===== src/rtl/cpu_pipe_pkg.sv =====
// rtl/cpu_pipe_pkg.sv - shared constants for the RV32IM pipeline stage registers
package cpu_pipe_pkg;

  localparam logic [1:0] ST_EMPTY = 2'd0;
  localparam logic [1:0] ST_ONE   = 2'd1;
  localparam logic [1:0] ST_FULL  = 2'd2;

  localparam logic [31:0] RV_NOP = 32'h0000_0013;

  localparam int IF_ID_W = 64;

endpackage


===== src/rtl/pipe_stage_reg.sv =====
// rtl/pipe_stage_reg.sv - valid/ready pipeline stage register with two-entry skid and flush
module pipe_stage_reg
  import cpu_pipe_pkg::*;
#(
  parameter int                DATA_W    = 64,
  parameter logic [DATA_W-1:0] RESET_VAL = '0
) (
  input  logic              clk,
  input  logic              rst,
  input  logic              in_valid,
  output logic              in_ready,
  input  logic [DATA_W-1:0] in_data,
  input  logic              flush,
  output logic              out_valid,
  input  logic              out_ready,
  output logic [DATA_W-1:0] out_data,
  output logic [1:0]        level
);

  logic [1:0]        state_q, state_d;
  logic [DATA_W-1:0] main_q, main_d;
  logic [DATA_W-1:0] skid_q, skid_d;
  logic              accept;
  logic              pop;

  // All outputs come from registered state, so in_ready never sees out_ready.
  assign in_ready  = (state_q != ST_FULL);
  assign out_valid = (state_q != ST_EMPTY);
  assign out_data  = main_q;
  assign level     = state_q;

  assign accept = in_valid & in_ready;
  assign pop    = out_valid & out_ready;

  always_comb begin
    state_d = state_q;
    main_d  = main_q;
    skid_d  = skid_q;
    case (state_q)
      ST_EMPTY: begin
        if (accept) begin
          state_d = ST_ONE;
          main_d  = in_data;
        end
      end
      ST_ONE: begin
        if (accept && pop) begin
          main_d = in_data;
        end else if (accept) begin
          state_d = ST_FULL;
          skid_d  = in_data;
        end else if (pop) begin
          state_d = ST_EMPTY;
        end
      end
      ST_FULL: begin
        if (pop) begin
          state_d = ST_ONE;
          main_d  = skid_q;
        end
      end
      default: state_d = ST_EMPTY;
    endcase
    // Flush drops everything, including a same-cycle accept.
    if (flush) begin
      state_d = ST_EMPTY;
      main_d  = RESET_VAL;
      skid_d  = RESET_VAL;
    end
  end

  always_ff @(posedge clk) begin
    if (!rst) begin
      state_q <= ST_EMPTY;
      main_q  <= RESET_VAL;
      skid_q  <= RESET_VAL;
    end else begin
      state_q <= state_d;
      main_q  <= main_d;
      skid_q  <= skid_d;
    end
  end

endmodule


===== config.mk =====
export PLATFORM = sky130hd
export DESIGN_NAME = pipe_stage_reg
export DESIGN_NICKNAME = d
export VERILOG_FILES = /design/src/rtl/cpu_pipe_pkg.sv /design/src/rtl/pipe_stage_reg.sv
export SDC_FILE = /design/constraint.sdc
export NUM_CORES = 1
export LEC_CHECK = 0
export BUFFER_PORTS_ARGS = -buffer_cell sky130_fd_sc_hd__buf_2
export CORE_ASPECT_RATIO = 2
export CORE_MARGIN = 2
export CORE_UTILIZATION = 55
export CTS_BUF_LIST = sky130_fd_sc_hd__clkbuf_8
export DETAILED_ROUTE_END_ITERATION = 10
export GPL_ROUTABILITY_DRIVEN = 0
export PLACE_DENSITY_LB_ADDON = 0.05
export REMOVE_ABC_BUFFERS = 1
export SLEW_MARGIN = 25
export SYNTH_ARGS = -nofsm -noshare
export SYNTH_HDL_FRONTEND = slang
export SYNTH_SLANG_ARGS = --single-unit

===== constraint.sdc =====
create_clock -name clk -period 1.6 [get_ports clk]
set_clock_uncertainty 0.1 [all_clocks]
set_input_delay 0.4 -clock clk [delete_from_list [all_inputs] [get_ports clk]]
set_output_delay 0.4 -clock clk [all_outputs]
set_load 0.02 [all_outputs]

==> metrics <==
CTS H-tree lvls=4; share of flip-flops with an asynchronous set or reset=0%; CTS Buf Count=17; CTS max path bufs=2; failing checks=setup timing; Setup-failing EPs final=93; ranking of synthesized cells by area=dfxtp_1 48%, a211oi_1 17%, mux2i_1 12%; DP Wirelength=around 9500 um; Top FF cell, synth=dfxtp_1; maximum VDD drop=about 840 uV; Yosys reg bits=between 100 and 150; dominant cell type by area after synthesis=dfxtp_1; hold-fix buffer count after cts=0; worst slew pin tran=377 ps; CTS tree=built; drt pass-1 iters=5; Hold Crit Class=in -> reg; critical path class=reg -> reg; Post-synth EDFFs=0; Post-Synthesis Cells=595; Final min period=roughly 1800 ps; Area Growth Syn to Fin=51.4%; gr ovfl total=0; first-pass GRT wire length=~22000 um; die span in y=between 100 and 150 um; die area=around 0.011 mm2; number of global-route vias before repair=just under 5000; Max Slew Vio Count=0; Die W=between 70 and 80 um; via count=5531; initial antenna violation count=1; Avg Cell Area, Syn=9.17 um2; Max-Cap Viols=0; post-route ant nets=0; Rel. slew slack=74.7%; DR iter-0 viols=between 300 and 400; Max FO, Critical Path=8; post-synth top area share=47.7%; Crit path arrival time=around 2000 ps; dpl cells=a little over 800; final cycle utilization of the critical path=112%; Fmax=around 0.56 GHz; Multi-input gate area=approximately 0.0034 mm2; clk_lat worst skew=approximately 440 ps; post-synth cell types=22; CP Capture Type=register; Post-Layout Cell Count=892; Pwr Density=898 mW/mm2; I/O pin count=around 140; Synth top cells by count=130 x dfxtp_1, 129 x nand2_1, 127 x a211oi_1; Layout Utilization=85.2%; post-route setup slack=-187 ps; nets=815; synthesized area=0.00546 mm2; Placement Rows=51; IO Port Bufs=between 100 and 150; Reg clk slew, reported paths=80 ps; Leakage=roughly 0.0036 uW; routed wire length=about 19000 um; Worst EP required=between 1500 and 2000 ps; clock sink count=130; DR WL/cell=21.5 um; core footprint=roughly 0.0097 mm2; filler cell count=544; root buf cell=clkbuf_8; crit path launch type=register; final hold violation count=0; DRC viols=0; largest net degree at the start of global routing=53; hold path cells=3; Final Power=~7400 uW; cell with the most instances after synthesis=dfxtp_1; sequential element share of the synthesized area=between 40 and 50%; layout cells sized above 1=between 50% and 60%; status=complete, but fails checks; starting density of the core=56.3%; DR vias/cell=between 6 and 7; gr usage total=a little over a quarter; FF-to-FF setup slack=-190 ps; path depth of the worst reg2reg path=7; RSZ-0062 raised after global routing=true; register area=0.00261 mm2; yosys warns=0
layout make-up:
type,count,share of cell area (%)
multi-input combinational,402,41.2
sequential,130,31.5
timing repair buffer,195,20.2
clock buffer,18,3.00
clock inverter,14,2.00
tap,132,2.00
antenna,1,0.0303
where the power goes:
group	total [uW]	internal, uW	leakage, uW	switching, uW
registers	3380	3320	0.00106	57.7
clock network	2930	1570	0.000202	1360
logic	1120	476	0.00230	643
cell families (layout without fill, tap and decap cells):
logic type             Yosys count  in the layout  share of synthesized area, %
AO/OA/AOI/OAI                  197            198                          24.2
buffers and inverters           64            227                          5.98
flip-flops                     130            130                          47.7
multiplexers                    64             64                          11.7
other                            0              1                             0
AND/OR/NAND/NOR                140            140                          10.4
repair_timing:
| action | CTS | global route |
|---|---|---|
| cloned | 0 | 19 |
| setup buffers | 4 | 7 |
| pin swaps | 15 | 69 |
| setup endpoints to repair | 4 | 119 |
| resized for setup | 17 | 228 |
layout by cell type, fill, tap and decap left out, types with 2 or more instances in the layout:
| cell | Yosys | final |
|---|---|---|
| a211oi_1 | 127 | 78 |
| buf_12 | 0 | 19 |
| a21oi_1 | 65 | 19 |
| dfxtp_1 | 130 | 128 |
| bufinv_16 | 0 | 3 |
| clkinv_2 | 0 | 3 |
| nand2b_4 | 0 | 2 |
| mux2i_2 | 0 | 22 |
| buf_6 | 5 | 15 |
| a21o_4 | 0 | 2 |
| buf_16 | 0 | 2 |
| clkbuf_16 | 0 | 11 |
| nand2_2 | 0 | 16 |
| clkbuf_8 | 0 | 18 |
| clkinv_4 | 0 | 3 |
| a211oi_2 | 1 | 50 |
| nand2_1 | 129 | 82 |
| buf_8 | 0 | 2 |
| clkinvlp_4 | 0 | 4 |
| nand2_4 | 0 | 31 |
| buf_2 | 33 | 134 |
| a21oi_2 | 0 | 46 |
| mux2i_1 | 64 | 40 |
| mux2i_4 | 0 | 2 |
| buf_4 | 2 | 12 |
flip-flops by register name, summed over array words and instances (netlist names):
signal	count
level	2
out_data	64
skid_q	64
per-layer routing:
metal | share of wire [%] | track usage [%]
met3 | 6.8 | 5.75
met2 | 52 | 48.3
met5 | 0 | 0
met1 | 36 | 29.4
met4 | 5.2 | 11.0
critical path, cell delays in order (launching register included):
cell	delay [ps]
dfxtp_2	330
buf_6	120
buf_6	120
nor4bb_4	410
buf_4	230
clkbuf_16	190
nand2_2	70
a21oi_2	130
worst paths after layout:
kind / from / to
worst max-delay path: level[1] / skid_q[43]
worst min-delay path: in_data[30] / skid_q[30]
worst min register to register: skid_q[45] / skid_q[45]
worst max register to register: level[1] / skid_q[43]
through the flow:
step	hold slack, ps	cell area (um2)	worst slack [ps]	setup TNS, ps
2_1_floorplan	336	5130	-3910	-393450
3_3_place_gp	340	6400	38.7	0
3_5_place_dp	346	6400	-65.3	-540
4_1_cts	86.6	6900	-163	-494
5_1_grt	85.1	8270	-248	-13030
6_report	99.6	8270	-187	-7580
(Power assumes the default switching activity.)
